File: config.mk
export PLATFORM = sky130hd
export DESIGN_NAME = keypad_calc_top_flat
export DESIGN_NICKNAME = d
export VERILOG_FILES = /design/src/rtl/keypad_calc_pkg.sv /design/src/rtl/keypad_calc_if.sv /design/src/rtl/keypad_calc_scanner.sv /design/src/rtl/keypad_calc_top.sv /design/src/flat_wrapper.sv
export SDC_FILE = /design/constraint.sdc
export NUM_CORES = 1
export LEC_CHECK = 0
export CORE_ASPECT_RATIO = 2
export CORE_UTILIZATION = 67
export DETAILED_ROUTE_END_ITERATION = 12
export PLACE_DENSITY = 0.86
export SLEW_MARGIN = 0
export SYNTH_ARGS = -nofsm -noshare
export SYNTH_HDL_FRONTEND = slang
export SYNTH_HIERARCHICAL = 1
export SYNTH_SLANG_ARGS = --single-unit
File: constraint.sdc
create_clock -name clk -period 10.3 [get_ports clk]
set_input_delay 2.06 -clock clk [delete_from_list [all_inputs] [get_ports clk]]
set_output_delay 2.06 -clock clk [all_outputs]
set_load 0.01 [all_outputs]
File: src/rtl/keypad_calc_pkg.sv
// rtl/keypad_calc_pkg.sv - shared types and helpers for the keypad calculator
// Contents: calc_state_t, key_code_t, scan_state_t, seg7(), bcd_digit_add()
package keypad_calc_pkg;

  typedef enum logic [1:0] {ENTER_A, ENTER_B, SHOW_RES} calc_state_t;

  typedef enum logic [3:0] {
    K0 = 4'd0, K1 = 4'd1, K2 = 4'd2, K3 = 4'd3, K4 = 4'd4,
    K5 = 4'd5, K6 = 4'd6, K7 = 4'd7, K8 = 4'd8, K9 = 4'd9,
    K_ADD = 4'd10, K_CE = 4'd11, K_AC = 4'd12, K_EQ = 4'd13,
    K_NONE = 4'd15
  } key_code_t;

  typedef enum logic [1:0] {SCAN, DEBOUNCE, HELD, RELEASE} scan_state_t;

  // Active-low {g,f,e,d,c,b,a}; non-BCD codes decode to blank.
  function automatic logic [6:0] seg7(input logic [3:0] v);
    case (v)
      4'd0:    return 7'b1000000;
      4'd1:    return 7'b1111001;
      4'd2:    return 7'b0100100;
      4'd3:    return 7'b0110000;
      4'd4:    return 7'b0011001;
      4'd5:    return 7'b0010010;
      4'd6:    return 7'b0000010;
      4'd7:    return 7'b1111000;
      4'd8:    return 7'b0000000;
      4'd9:    return 7'b0010000;
      default: return 7'b1111111;
    endcase
  endfunction

  // One BCD digit: returns {carry_out, sum_digit}. Max raw sum is 19,
  // which after the +6 correction still fits in 5 bits.
  function automatic logic [4:0] bcd_digit_add(input logic [3:0] x, input logic [3:0] y,
                                               input logic cin);
    logic [4:0] s;
    s = {1'b0, x} + {1'b0, y} + {4'b0000, cin};
    if (s > 5'd9) s = s + 5'd6;
    return s;
  endfunction

endpackage

File: src/rtl/keypad_calc_if.sv
// rtl/keypad_calc_if.sv - keypad and display pins of the calculator
// filas_raw: rows in (active-low), columnas: column drive, d: segments,
// a: digit enables, led: status. slave = calculator side, master = board side.
interface keypad_calc_if #(parameter int DIGITS = 4);
  logic [3:0]        filas_raw;
  logic [3:0]        columnas;
  logic [6:0]        d;
  logic [DIGITS-1:0] a;
  logic [3:0]        led;

  modport slave  (input filas_raw, output columnas, d, a, led);
  modport master (output filas_raw, input columnas, d, a, led);
endinterface

File: src/rtl/keypad_calc_scanner.sv
// rtl/keypad_calc_scanner.sv - row sync, column scan and debounce of a 4x4 keypad
// In: clk, reset, filas_raw. Out: columnas, key_valid (1-cycle pulse),
// key_code (valid with key_valid), key_held (debounced key down).
module keypad_scanner
  import keypad_calc_pkg::*;
#(
  parameter int SCAN_CYCLES     = 50000,
  parameter int DEBOUNCE_CYCLES = 1000000
) (
  input  logic       clk,
  input  logic       reset,
  input  logic [3:0] filas_raw,
  output logic [3:0] columnas,
  output logic       key_valid,
  output key_code_t  key_code,
  output logic       key_held
);
  localparam int SW = $clog2(SCAN_CYCLES);
  localparam int DW = $clog2(DEBOUNCE_CYCLES);

  logic [3:0]  sync1_q, sync2_q;
  scan_state_t state_q, state_d;
  logic [SW-1:0] scan_cnt_q, scan_cnt_d;
  logic [DW-1:0] deb_cnt_q, deb_cnt_d;
  logic [1:0]  col_q, col_d, row_q, row_d, low_row;
  logic        key_valid_q, key_valid_d;
  key_code_t   key_code_q, key_code_d;
  logic        any_low;

  function automatic key_code_t keymap(input logic [1:0] r, input logic [1:0] c);
    case ({r, c})
      4'h0: return K1;    4'h1: return K2;    4'h2: return K3;  4'h3: return K_ADD;
      4'h4: return K4;    4'h5: return K5;    4'h6: return K6;  4'h7: return K_CE;
      4'h8: return K7;    4'h9: return K8;    4'hA: return K9;
      4'hC: return K_AC;  4'hD: return K0;    4'hE: return K_EQ;
      default: return K_NONE;
    endcase
  endfunction

  assign any_low = ~&sync2_q;

  // Lowest-index low row wins: scan downwards so the last hit is the lowest.
  always_comb begin
    low_row = 2'd0;
    for (int i = 3; i >= 0; i--) if (!sync2_q[i]) low_row = 2'(i);
  end

  always_comb begin
    state_d     = state_q;
    scan_cnt_d  = scan_cnt_q;
    deb_cnt_d   = deb_cnt_q;
    col_d       = col_q;
    row_d       = row_q;
    key_valid_d = 1'b0;
    key_code_d  = key_code_q;
    case (state_q)
      SCAN: begin
        // Rows only reflect the current column once the 2-flop synchroniser
        // has refilled after a column change, so earlier samples are ignored.
        if (any_low && scan_cnt_q >= SW'(2)) begin
          state_d    = DEBOUNCE;
          row_d      = low_row;
          deb_cnt_d  = DW'(1);
          scan_cnt_d = '0;
        end else if (scan_cnt_q == SW'(SCAN_CYCLES - 1)) begin
          scan_cnt_d = '0;
          col_d      = col_q + 2'd1;
        end else begin
          scan_cnt_d = scan_cnt_q + SW'(1);
        end
      end
      DEBOUNCE: begin
        if (!any_low) begin
          state_d = SCAN;
        end else if (low_row != row_q) begin
          row_d     = low_row;
          deb_cnt_d = DW'(1);
        end else if (deb_cnt_q == DW'(DEBOUNCE_CYCLES - 1)) begin
          key_valid_d = 1'b1;
          key_code_d  = keymap(row_q, col_q);
          state_d     = HELD;
        end else begin
          deb_cnt_d = deb_cnt_q + DW'(1);
        end
      end
      HELD: begin
        if (!any_low) begin
          state_d   = RELEASE;
          deb_cnt_d = '0;
        end
      end
      default: begin
        if (any_low) deb_cnt_d = '0;
        else if (deb_cnt_q == DW'(DEBOUNCE_CYCLES - 1)) state_d = SCAN;
        else deb_cnt_d = deb_cnt_q + DW'(1);
      end
    endcase
  end

  always_ff @(posedge clk) begin
    if (reset) begin
      sync1_q     <= 4'hF;
      sync2_q     <= 4'hF;
      state_q     <= SCAN;
      scan_cnt_q  <= '0;
      deb_cnt_q   <= '0;
      col_q       <= 2'd0;
      row_q       <= 2'd0;
      key_valid_q <= 1'b0;
      key_code_q  <= K_NONE;
    end else begin
      sync1_q     <= filas_raw;
      sync2_q     <= sync1_q;
      state_q     <= state_d;
      scan_cnt_q  <= scan_cnt_d;
      deb_cnt_q   <= deb_cnt_d;
      col_q       <= col_d;
      row_q       <= row_d;
      key_valid_q <= key_valid_d;
      key_code_q  <= key_code_d;
    end
  end

  assign columnas  = ~(4'b0001 << col_q);
  assign key_valid = key_valid_q;
  assign key_code  = key_code_q;
  assign key_held  = (state_q == HELD);
endmodule

File: src/rtl/keypad_calc_top.sv
// rtl/keypad_calc_top.sv - keypad BCD adding calculator with muxed 7-seg display
// In: clk, reset, io.filas_raw. Out: io.columnas, io.d (segments),
// io.a (digit enables), io.led = {key_held, SHOW_RES, ENTER_B, overflow}.
module keypad_calc_top
  import keypad_calc_pkg::*;
#(
  parameter int DIGITS          = 4,
  parameter int SCAN_CYCLES     = 50000,
  parameter int DEBOUNCE_CYCLES = 1000000,
  parameter int REFRESH_CYCLES  = 100000,
  parameter int BLANK_LZ        = 1
) (
  input  logic          clk,
  input  logic          reset,
  keypad_calc_if.slave  io
);
  localparam int W  = 4 * DIGITS;
  localparam int IW = $clog2(DIGITS);
  localparam int RW = $clog2(REFRESH_CYCLES);

  logic        key_valid, key_held;
  key_code_t   key_code;
  logic [3:0]  kc;
  logic        is_digit;

  calc_state_t   state_q, state_d;
  logic [W-1:0]  opa_q, opa_d, opb_q, opb_d, res_q, res_d;
  logic          ovf_q, ovf_d;
  logic [IW-1:0] idx_q, idx_d;
  logic [RW-1:0] ref_cnt_q, ref_cnt_d;

  logic [W-1:0]  sum, src;
  logic          carry;
  logic [4:0]    t;
  logic [3:0]    digit;
  logic          blank;

  keypad_scanner #(.SCAN_CYCLES(SCAN_CYCLES), .DEBOUNCE_CYCLES(DEBOUNCE_CYCLES)) u_scanner (
    .clk       (clk),
    .reset     (reset),
    .filas_raw (io.filas_raw),
    .columnas  (io.columnas),
    .key_valid (key_valid),
    .key_code  (key_code),
    .key_held  (key_held)
  );

  // Ripple BCD adder; the final carry is the overflow out of the top digit.
  always_comb begin
    sum   = '0;
    carry = 1'b0;
    t     = '0;
    for (int i = 0; i < DIGITS; i++) begin
      t              = bcd_digit_add(opa_q[i*4 +: 4], opb_q[i*4 +: 4], carry);
      sum[i*4 +: 4]  = t[3:0];
      carry          = t[4];
    end
  end

  assign kc       = key_code;
  assign is_digit = (kc <= 4'd9);

  always_comb begin
    state_d = state_q;
    opa_d   = opa_q;
    opb_d   = opb_q;
    res_d   = res_q;
    ovf_d   = ovf_q;
    if (key_valid) begin
      if (is_digit) begin
        case (state_q)
          ENTER_A: if (opa_q[W-1 -: 4] == 4'd0) opa_d = {opa_q[W-5:0], kc};
          ENTER_B: if (opb_q[W-1 -: 4] == 4'd0) opb_d = {opb_q[W-5:0], kc};
          default: begin
            opa_d   = {{(W-4){1'b0}}, kc};
            opb_d   = '0;
            ovf_d   = 1'b0;
            state_d = ENTER_A;
          end
        endcase
      end else begin
        case (key_code)
          K_ADD: begin
            opb_d = '0;
            case (state_q)
              ENTER_A: state_d = ENTER_B;
              ENTER_B: begin
                opa_d = sum;
                ovf_d = ovf_q | carry;
              end
              default: begin
                opa_d   = res_q;
                state_d = ENTER_B;
              end
            endcase
          end
          K_CE: begin
            case (state_q)
              ENTER_A: opa_d = '0;
              ENTER_B: opb_d = '0;
              default: res_d = '0;
            endcase
          end
          K_AC: begin
            opa_d   = '0;
            opb_d   = '0;
            res_d   = '0;
            ovf_d   = 1'b0;
            state_d = ENTER_A;
          end
          K_EQ: begin
            if (state_q == ENTER_B) begin
              res_d   = sum;
              ovf_d   = ovf_q | carry;
              state_d = SHOW_RES;
            end
          end
          default: ;
        endcase
      end
    end
  end

  always_comb begin
    ref_cnt_d = ref_cnt_q + RW'(1);
    idx_d     = idx_q;
    if (ref_cnt_q == RW'(REFRESH_CYCLES - 1)) begin
      ref_cnt_d = '0;
      idx_d     = (idx_q == IW'(DIGITS - 1)) ? '0 : idx_q + IW'(1);
    end
  end

  always_ff @(posedge clk) begin
    if (reset) begin
      state_q   <= ENTER_A;
      opa_q     <= '0;
      opb_q     <= '0;
      res_q     <= '0;
      ovf_q     <= 1'b0;
      idx_q     <= '0;
      ref_cnt_q <= '0;
    end else begin
      state_q   <= state_d;
      opa_q     <= opa_d;
      opb_q     <= opb_d;
      res_q     <= res_d;
      ovf_q     <= ovf_d;
      idx_q     <= idx_d;
      ref_cnt_q <= ref_cnt_d;
    end
  end

  // Display path is combinational from registered state so a key's effect
  // shows on the enabled digit in the same cycle the register updates.
  always_comb begin
    case (state_q)
      ENTER_A: src = opa_q;
      ENTER_B: src = opb_q;
      default: src = res_q;
    endcase
    digit = src[idx_q*4 +: 4];
    // Blank when this digit and every higher one are zero; digit 0 always shows.
    blank = (BLANK_LZ != 0) && (idx_q != '0) && ((src >> {idx_q, 2'b00}) == '0);
  end

  assign io.d   = blank ? 7'h7F : seg7(digit);
  assign io.a   = ~(DIGITS'(1) << idx_q);
  assign io.led = {key_held, state_q == SHOW_RES, state_q == ENTER_B, ovf_q};
endmodule

File: src/flat_wrapper.sv
// flat-port wrapper written by rule: the top's interface ports become plain ports
module keypad_calc_top_flat import keypad_calc_pkg::*;
#(
  parameter int DIGITS          = 4,
  parameter int SCAN_CYCLES     = 50000,
  parameter int DEBOUNCE_CYCLES = 1000000,
  parameter int REFRESH_CYCLES  = 100000,
  parameter int BLANK_LZ        = 1
)
  (clk, reset, io_filas_raw, io_columnas, io_d, io_a, io_led);
  keypad_calc_if #(.DIGITS(DIGITS)) io_i ();
  input  logic clk;
  input  logic reset;
  input wire logic [$bits(io_i.filas_raw)-1:0] io_filas_raw;
  output wire logic [$bits(io_i.columnas)-1:0] io_columnas;
  output wire logic [$bits(io_i.d)-1:0] io_d;
  output wire logic [$bits(io_i.a)-1:0] io_a;
  output wire logic [$bits(io_i.led)-1:0] io_led;
  assign io_i.filas_raw = io_filas_raw;
  assign io_columnas = io_i.columnas;
  assign io_d = io_i.d;
  assign io_a = io_i.a;
  assign io_led = io_i.led;
  keypad_calc_top #(.DIGITS(DIGITS), .SCAN_CYCLES(SCAN_CYCLES), .DEBOUNCE_CYCLES(DEBOUNCE_CYCLES), .REFRESH_CYCLES(REFRESH_CYCLES), .BLANK_LZ(BLANK_LZ)) u_core (.clk(clk), .reset(reset), .io(io_i));
endmodule
==> flow_metrics.tcl, run 1 <==
set metrics [dict create \
    r2r_start "u_core/opb_q[0]" \
    hold_violations 0 \
    postCtsResizedCells 0 \
    clockBufferDepth 2 \
    synth_top_family_by_area "simple AND/OR/NAND/NOR gates" \
    dr.pass1.iters 5 \
    synth-compound-area-share_pct 22.0 \
    cp-end-kind "flip-flop" \
    drc 0 \
    synthAdderAreaFrac_pct 6.96 \
    grt_pass1_vias 7501 \
    synth_cells 990 \
    clkSlewWorstSetupHoldPaths_ns 0.06 \
    final_core_util_pct 75.2 \
    fill_cells 847 \
    grtUsageMet3_pct 10.4 \
    dpl_worst_slack_ns 3.18 \
    dr.first_iter.drc_count 656 \
    synth_seq_cells 125 \
    layout_worst_path_cycle_share_pct 72.5 \
    r2r-end "u_core/opa_q[13]" \
    cpMostUsedCell "fa_1" \
    syn_area_per_cell_um2 8.21 \
    worst_path_max_delay_cell "o31ai_1" \
    fin_ws_ns 2.84 \
    port_buffers 24 \
    worstMarginPinSlew_ns 1.22 \
    fmax_mhz 134 \
    cap_viol_max_count 0 \
    grtUsageMet2_pct 67.2 \
    clock_sinks 125 \
    dp_hpwl_mm 15.0 \
    clk_latency_ns 0.41 \
    reg2reg_slack_ns 2.84 \
    setup.worst_path.end "u_core/opa_q[13]" \
    synth_cell_types 84 \
    crit_type "reg2reg" \
    start_util_pct 69.1 \
    synth-xor-area-share_pct 3.23 \
    antenna_found_initial 0 \
    cts_max_level 4 \
    ios 25 \
    irDropWorstVdd_mv 0.129 \
    via_count 7724 \
    root_buffer "clkbuf_16" \
    die_x_um 79.9 \
    synth-edff-count 0 \
    numCtsBuffers 17 \
    total_power_mw 1.28 \
    synthesis.nets 1037 \
    grt_use_met1_pct 32.8 \
    yosysSeqAreaShare_pct 30.8 \
    rows 56 \
    area_growth_pct 8.93 \
    start_kind "flip-flop" \
    syn-cell-area_um2 8130 \
    num_antenna_cells 0 \
    cts.hold.buffers_added 0 \
    setup_violations 0 \
    r2r_cells 32 \
    ys_top_cells_by_area "dfxtp_1 (31%), ha_1 (5.2%), nor2_1 (4.8%), nand2_1 (4.5%), a21oi_1 (3.5%)" \
    routed_via_density 6.80 \
    critPathRequiredTime_ns 10.55 \
    post_cts_buffers 0 \
    p_per_area_nw_per_um2 144 \
    chipHeight_um 158 \
    antenna_left 0 \
    synth-simple-area-share_pct 24.0 \
    path_max_fanout 5 \
    status "completed" \
    arrival_ns 7.71 \
    stdcell_count 1136 \
    synth_top_cell_area_share_pct 30.8 \
    totalWireLength_mm 22.4 \
    wire_per_inst_um 19.7 \
    clock_skew_ns 0.00718 \
    synth_mux_area_share_pct 5.94 \
    yosysTopAreaCell "dfxtp_1" \
    ys.flop_type "dfxtp_1" \
    slowest_delay_ns 0.50 \
    crit_start "u_core/opb_q[0]" \
    placed_cells 1105 \
    top_usage_layer "met2" \
    coreArea_um2 11800 \
    slew_headroom_pct 18.9 \
    cts_tree "done" \
    rsz0062_at_grt "no" \
    overflow 0 \
    worstHoldPathType "reg2reg" \
    setup_tns_ns 0 \
    drv_slew 0 \
    period_minus_slack_ns 7.46 \
    nets 1026 \
    design.die.area_um2 12600 \
    drive_gt1_share_pct 8.27 \
    routabilityCongestion 0.885 \
    grt_pass1_wl_mm 35.7 \
    ys_warn_count 6 \
    synthArstFlopShare_pct 0 \
    grtUsageTotal_pct 37.1 \
    leakage_nw 3.39 \
    grt_max_degree 66 \
]
-- worst min-delay path by stage --
| stage | start | end | depth (start not counted) |
|---|---|---|---|
| 6_report | u_core/u_scanner/sync1_q[2] | u_core/u_scanner/sync2_q[2] | 1 |
| 3_5_place_dp | u_core/u_scanner/sync1_q[0] | u_core/u_scanner/sync2_q[0] | 1 |
| 3_3_place_gp | u_core/u_scanner/sync1_q[3] | u_core/u_scanner/sync2_q[3] | 1 |
| 2_1_floorplan | u_core/u_scanner/sync1_q[0] | u_core/u_scanner/sync2_q[0] | 1 |
| 5_1_grt | u_core/u_scanner/sync1_q[2] | u_core/u_scanner/sync2_q[2] | 1 |
| 4_1_cts | u_core/u_scanner/sync1_q[3] | u_core/u_scanner/sync2_q[3] | 1 |
-- metal layers --
metal  routed length [µm]  vias up
met5                    0        -
met4                 1950        0
met3                 1520      138
li1                     -     3570
met1                 7220     3648
met2                11700      368
-- power by group --
group / internal (mW) / switching (mW) / total [mW]
sequential: 0.495 / 0.0198 / 0.514
combinational: 0.0426 / 0.0899 / 0.133
clock: 0.417 / 0.211 / 0.628
-- cells by family after synthesis --
| family | after synthesis |
|---|---|
| flip-flops | 125 |
| XOR/XNOR | 30 |
| adder cells (fa/ha/maj) | 41 |
| buffers and inverters | 118 |
| AO/OA/AOI/OAI | 247 |
| AND/OR/NAND/NOR | 387 |
| multiplexers | 42 |
-- synth_stat cells, drive strengths merged, types with 16 or more instances --
library cell / number
nand2: 99
nor3: 17
dfxtp: 125
a22oi: 28
buf: 40
xor2: 17
o31ai: 16
nand4: 23
nand3: 44
nor2: 103
o21ai: 46
inv: 58
mux2i: 28
a21oi: 57
clkbuf: 20
ha: 34
-- per-stage QoR --
step / area [µm²] / hold slack (ns)
floorplan: 8130 / 0.389
global placement: 8230 / 0.394
detailed placement: 8230 / 0.394
CTS: 8850 / 0.412
global route: 8850 / 0.415
finish: 8850 / 0.410
-- cell usage in the layout (no fill, tap or decap), types with 8 or more instances in the layout --
master           netlist  final
xnor2_1               13     13
o21a_1                 8      8
clkdlybuf4s50_1        0     23
nor3_1                15     15
nand4_1               23     23
or3_1                 12     12
a22oi_1               18     18
o211ai_1              10     10
xor2_1                17     17
or4_1                 11     11
a21oi_1               57     57
ha_1                  34     34
a21o_1                11     11
nand3_1               44     44
a22oi_2               10     10
nor2_1               103    103
nand2_1               97     97
o21ai_0               35     35
and3_1                15     15
a211oi_1              12     12
o21ai_1               11     11
dfxtp_1              125    125
clkbuf_16              0     17
nand2b_1               8      8
mux2i_1               28     28
inv_1                 57     57
o31ai_1               15     15
or2_2                  9      9
nor3b_1                8      8
-- area by class of cell --
| class | count | area [µm²] | area share, % |
|---|---|---|---|
| flip-flops and latches | 125 | 2500 | 28.3 |
| inverters | 58 | 218 | 2.46 |
| multi-input cells | 747 | 5050 | 57.1 |
| clock buffers | 25 | 515 | 5.82 |
| well taps | 145 | 181 | 2.05 |
| repair buffers | 30 | 280 | 3.17 |
| clock inverters | 6 | 105 | 1.19 |
-- sequential cells by signal, summed over array words and instances, names as in the netlist, 4 cells and up --
register                     count
u_core/u_scanner/key_code        4
u_core/opa_q                    16
u_core/u_scanner/deb_cnt_q      20
u_core/u_scanner/scan_cnt_q     16
u_core/res_q                    16
u_core/u_scanner/sync1_q         4
u_core/u_scanner/sync2_q         4
u_core/opb_q                    16
u_core/ref_cnt_q                17
-- worst max-delay path: cells and delay by family, from the launching register on --
family                     cells  cell delay, ns
adders and majority gates      9            2.81
AOI/OAI and AO/OA              6            1.58
xor gates and xnor gates       6            1.19
and+or+nand+nor                6            0.88
buffers and inverters          5            0.41
DFF                            1            0.41
(Power assumes the default switching activity.)
==> run 2: changes to the inputs <==
--- a/config.mk
+++ b/config.mk
@@ -6,9 +6,9 @@
 export NUM_CORES = 1
 export LEC_CHECK = 0
 export CORE_ASPECT_RATIO = 2
-export CORE_UTILIZATION = 67
+export CORE_UTILIZATION = 63
 export DETAILED_ROUTE_END_ITERATION = 12
-export PLACE_DENSITY = 0.86
+export PLACE_DENSITY = 0.81
 export SLEW_MARGIN = 0
 export SYNTH_ARGS = -nofsm -noshare
 export SYNTH_HDL_FRONTEND = slang
==> constraint.sdc (replaced) <==
create_clock -name clk -period 7.6 [get_ports clk]
set_input_delay 1.52 -clock clk [delete_from_list [all_inputs] [get_ports clk]]
set_output_delay 1.52 -clock clk [all_outputs]
set_load 0.01 [all_outputs]
==> run 2 against run 1 <==
  * Power is 32% higher
  * Critical path depth is the same
  * Worst setup slack got worse by 2.3 ns
  * Register-to-register slack lost 2.3 ns
  * Combinational power up 39%
  * Sequential share of layout area rose by 0.096 points
  * Non-clock buffer count shrank 1
==> flow_metrics.tcl, run 2 (synthesis gave the netlist of run 1 again) <==
set metrics [dict create \
    r2r_start "u_core/opb_q[0]" \
    clkSlewWorstSetupHoldPaths_ns 0.07 \
    slowest_delay_ns 0.41 \
    r2r_cells 32 \
    total_power_mw 1.68 \
    wire_per_inst_um 18.5 \
    port_buffers 24 \
    holdPathStages 1 \
    slew_headroom_pct 23.0 \
    post_cts_buffers 0 \
    routabilityCongestion 0.955 \
    coreArea_um2 12600 \
    arrival_ns 7.30 \
    clockBufferDepth 2 \
    hold_violations 0 \
    cp-end-kind "flip-flop" \
    num_antenna_cells 0 \
    worstHoldPathType "reg2reg" \
    chipHeight_um 163 \
    antenna_left 0 \
    crit_type "reg2reg" \
    cap_viol_max_count 0 \
    drc 0 \
    routed_via_density 6.56 \
    reg2reg_slack_ns 0.55 \
    grtUsageTotal_pct 33.8 \
    clock_skew_ns 0.00916 \
    layout_worst_path_cycle_share_pct 92.8 \
    antenna_found_initial 0 \
    numCtsBuffers 17 \
    totalWireLength_mm 21.1 \
    reg.largest.list "u_core/u_scanner/deb_cnt_q: 20 flops, u_core/ref_cnt_q: 17 flops" \
    dr.pass1.iters 6 \
    irDropWorstVdd_mv 0.168 \
    hp-start "u_core/u_scanner/sync1_q[1]" \
    cpMostUsedCell "fa_1" \
    die_x_um 82.3 \
    dr.first_iter.drc_count 717 \
    regMostFlops "u_core/u_scanner/deb_cnt_q" \
    leakage_nw 3.37 \
    postCtsResizedCells 0 \
    grt_pass1_vias 7221 \
    holdPathEnd "u_core/u_scanner/sync2_q[1]" \
    setup_violations 0 \
    r2r-end "u_core/opa_q[13]" \
    cts_max_level 4 \
    design.die.area_um2 13400 \
    rsz0062_at_grt "no" \
    largest_register_ffs 20 \
    status "completed" \
    rows 58 \
    nets 1025 \
    grt_pass1_wl_mm 34.3 \
    dp_hpwl_mm 14.6 \
    area_growth_pct 8.56 \
    drive_gt1_share_pct 8.58 \
    cts.hold.buffers_added 0 \
    mostFrequentLayoutCells "dfxtp_1 (125), nor2_1 (103), nand2_1 (97), inv_1 (57), a21oi_1 (57)" \
    ios 25 \
    fmax_mhz 142 \
    p_per_area_nw_per_um2 191 \
    critPathRequiredTime_ns 7.85 \
    start_util_pct 64.7 \
    setup_tns_ns 0 \
    path_max_fanout 5 \
    worstMarginPinSlew_ns 1.15 \
    root_buffer "clkbuf_16" \
    via_count 7483 \
    start_kind "flip-flop" \
    overflow 0 \
    worst_path_max_delay_cell "fa_1" \
    layout_commonest_cell "dfxtp_1" \
    clk_latency_ns 0.42 \
    clock_sinks 125 \
    fill_cells 1023 \
    period_minus_slack_ns 7.05 \
    drv_slew 0 \
    cts_tree "done" \
    grt_max_degree 67 \
]
==> run 2: cell types whose count changed in the layout (fill, tap and decap cells not counted), sizes merged <==
cell,before,now
bufinv,3,0
buf,7,6
clkbuf,25,17
inv,58,70
==> run 2: critical path, delay by kind of cell, from the launching register on <==
kind	cells	cell delay, ns
xor gates and xnor gates	7	1.41
buffers and inverters	5	0.38
adders and majority gates	9	2.75
and+or+nand+nor	7	1.09
AOI/OAI and AO/OA	4	0.87
DFF	1	0.37
==> run 2: worst max path at each step <==
stage / cells past startpoint / end / slack [ns] / from
2_1_floorplan: 32 / u_core/opa_q[13] / 1.31 / u_core/opb_q[0]
3_3_place_gp: 32 / u_core/opa_q[13] / 0.80 / u_core/opb_q[0]
3_5_place_dp: 32 / u_core/opa_q[13] / 0.51 / u_core/opa_q[0]
4_1_cts: 32 / u_core/opa_q[13] / 0.45 / u_core/opb_q[0]
5_1_grt: 32 / u_core/opa_q[13] / 0.03 / u_core/opb_q[0]
6_report: 32 / u_core/opa_q[13] / 0.55 / u_core/opb_q[0]
==> run 2: per-layer routing <==
layer  global-route usage [%]  part of all wire (%)  vias up
met4                     26.7                   7.6        0
li1                         -                     -     3569
met2                     57.9                    52      235
met3                     8.91                   4.8       83
met1                     32.9                    35     3596
met5                        0                     0        -
==> run 2: per-stage QoR <==
step	setup slack, ns	cell area, µm²	utilization (%)	instances	hold WS [ns]
3_5_place_dp	0.507	8230	65.6	1109	0.402
4_1_cts	0.454	8820	70.3	1141	0.422
6_report	0.549	8820	70.3	1141	0.417
5_1_grt	0.0253	8820	70.3	1141	0.434
3_3_place_gp	0.804	8230	65.6	1109	0.400
2_1_floorplan	1.31	8130	-	990	0.389
==> run 2: layout make-up <==
class / count / area [µm²] / area share [%]
sequential: 125 / 2500 / 28.4
tap: 150 / 188 / 2.13
multi-input combinational: 747 / 5060 / 57.3
timing repair buffer: 29 / 273 / 3.09
clock buffer: 17 / 425 / 4.82
inverter: 58 / 218 / 2.47
clock inverter: 15 / 161 / 1.83
==> run 2: where the power goes <==
| part | leakage, nW | switching, mW | internal (mW) |
|---|---|---|---|
| clock network | 0.291 | 0.360 | 0.442 |
| registers | 1.01 | 0.0278 | 0.670 |
| logic | 2.07 | 0.123 | 0.0620 |
| total | 3.37 | 0.510 | 1.17 |
==> run 3: changes to the inputs <==
--- a/config.mk
+++ b/config.mk
@@ -8,6 +8,7 @@
 export CORE_ASPECT_RATIO = 2
 export CORE_UTILIZATION = 63
 export DETAILED_ROUTE_END_ITERATION = 12
+export MAX_ROUTING_LAYER = met4
 export PLACE_DENSITY = 0.81
 export SLEW_MARGIN = 0
 export SYNTH_ARGS = -nofsm -noshare
==> run 3 against run 2 <==
  * Non-clock buffer count is the same
  * Power is 1.5% higher
  * Sequential power about the same
  * Clock-buffer cell count unchanged
  * Final cell count is the same
  * Critical path depth is the same
  * Via count down 1.6%
  * First-iteration DRC count shrank 23%
  * Fmax shrank 1.5%
  * Combinational power is essentially flat
  * Critical endpoint unchanged
  * Largest cell class unchanged
==> flow_metrics.tcl, run 3 (synthesis gave the netlist of run 1 again) <==
set metrics [dict create \
    start_util_pct 64.7 \
    cap_viol_max_count 0 \
    coreArea_um2 12600 \
    worst_hold_slack_ns 0.409 \
    cp-end-kind "flip-flop" \
    slew_headroom_pct 25.0 \
    crit_start "u_core/opb_q[0]" \
    cpMostUsedCell "fa_1" \
    fin_ws_ns 0.440 \
    worstMarginPinSlew_ns 1.12 \
    via_count 7360 \
    totalWireLength_mm 21.0 \
    mostFrequentLayoutCells "dfxtp_1 (125), nor2_1 (103), nand2_1 (97), inv_1 (57), a21oi_1 (57)" \
    grt_max_degree 67 \
    start_kind "flip-flop" \
    rows 58 \
    routed_via_density 6.45 \
    dp_hpwl_mm 14.4 \
    rsz0062_at_grt "no" \
    die_x_um 82.3 \
    layout_worst_path_cycle_share_pct 94.2 \
    dpl_worst_slack_ns 0.571 \
    drive_gt1_share_pct 8.48 \
    stdcell_count 1141 \
    clk_latency_ns 0.42 \
    status "completed" \
    port_buffers 24 \
    leakage_nw 3.37 \
    clock_sinks 125 \
    grtUsageTotal_pct 34.7 \
    hold_violations 0 \
    crit_type "reg2reg" \
    postCtsResizedCells 0 \
    routabilityCongestion 0.965 \
    area_growth_pct 8.65 \
    antenna_left 0 \
    placed_cells 1109 \
    overflow 0 \
    nets 1025 \
    dr.pass1.iters 6 \
    worstHoldPathType "reg2reg" \
    irDropWorstVdd_mv 0.170 \
    arrival_ns 7.41 \
    r2r_start "u_core/opb_q[0]" \
    multi_input_area_um2 5050 \
    p_per_area_nw_per_um2 194 \
    root_buffer "clkbuf_16" \
    fill_cells 1015 \
    cts_tree "done" \
    worst_path_max_delay_cell "o31ai_1" \
    ios 25 \
    regMostFlops "u_core/u_scanner/deb_cnt_q" \
    numCtsBuffers 17 \
    period_minus_slack_ns 7.16 \
    hp-start "u_core/u_scanner/sync1_q[2]" \
    layout_commonest_cell "dfxtp_1" \
    largest_register_ffs 20 \
    seqCellArea_um2 2500 \
    critPathRequiredTime_ns 7.85 \
    setup_violations 0 \
    setup_tns_ns 0 \
    antenna_found_initial 0 \
    clkSlewWorstSetupHoldPaths_ns 0.06 \
    path_max_fanout 5 \
    num_antenna_cells 0 \
    drv_slew 0 \
    grt_pass1_vias 7098 \
    clock_skew_ns 0.0109 \
    clockBufferDepth 2 \
    design.die.area_um2 13400 \
    wire_per_inst_um 18.4 \
    fmax_mhz 140 \
    post_cts_buffers 0 \
    reg.largest.list "u_core/u_scanner/deb_cnt_q: 20 flops, u_core/ref_cnt_q: 17 flops" \
    cts.hold.buffers_added 0 \
    chipHeight_um 163 \
    dr.first_iter.drc_count 552 \
    drc 0 \
    cts_max_level 4 \
    grt_pass1_wl_mm 34.3 \
    slowest_delay_ns 0.44 \
]
==> run 3: metal layers <==
metal	routed length (µm)	share of wire [%]	GRT usage [%]	vias to the layer above
met3	1140	5.4	8.74	85
li1	-	-	-	3565
met4	1490	7.1	24.7	0
met1	7430	35	34.0	3478
met5	0	0	-	-
met2	10900	52	57.5	232
==> run 3: worst max-delay path: cells and delay by family (launching register included) <==
family,cells,cell delay [ns]
adders and majority gates,9,2.93
xor gates and xnor gates,6,1.29
AOI/OAI and AO/OA,5,1.11
and+or+nand+nor,6,0.73
buffers and inverters,6,0.53
DFF,1,0.38
==> run 3: per-stage QoR <==
step                      total power, mW  utilization [%]  cell area, µm²
final                                1.71             70.4            8830
after detailed placement            0.889             65.6            8230
after floorplan                     0.869                -            8130
after CTS                            1.72             70.4            8830
after global placement              0.887             65.6            8230
after global routing                 1.78             70.4            8830
==> run 3: cell type report <==
type,count,area share [%]
Multi-Input combinational cell,747,57.2
Sequential cell,125,28.3
Clock buffer,17,4.82
Timing Repair Buffer,29,3.09
Inverter,58,2.46
Tap cell,150,2.12
Clock inverter,15,1.97
==> run 3: power breakdown <==
group | internal (mW) | total, mW | leakage [nW] | switching, mW
clock network | 0.495 | 0.830 | 0.294 | 0.335
logic | 0.0614 | 0.182 | 2.07 | 0.121
registers | 0.670 | 0.698 | 1.01 | 0.0278
total | 1.23 | 1.71 | 3.37 | 0.484
==> run 3: worst paths after layout <==
path | end | slack (ns) | cells past startpoint
max reg2reg | u_core/opa_q[13] | 0.44 | 32
max | u_core/opa_q[13] | 0.44 | 32
min reg2reg | u_core/u_scanner/sync2_q[2] | 0.41 | 1
min | u_core/u_scanner/sync2_q[2] | 0.41 | 1
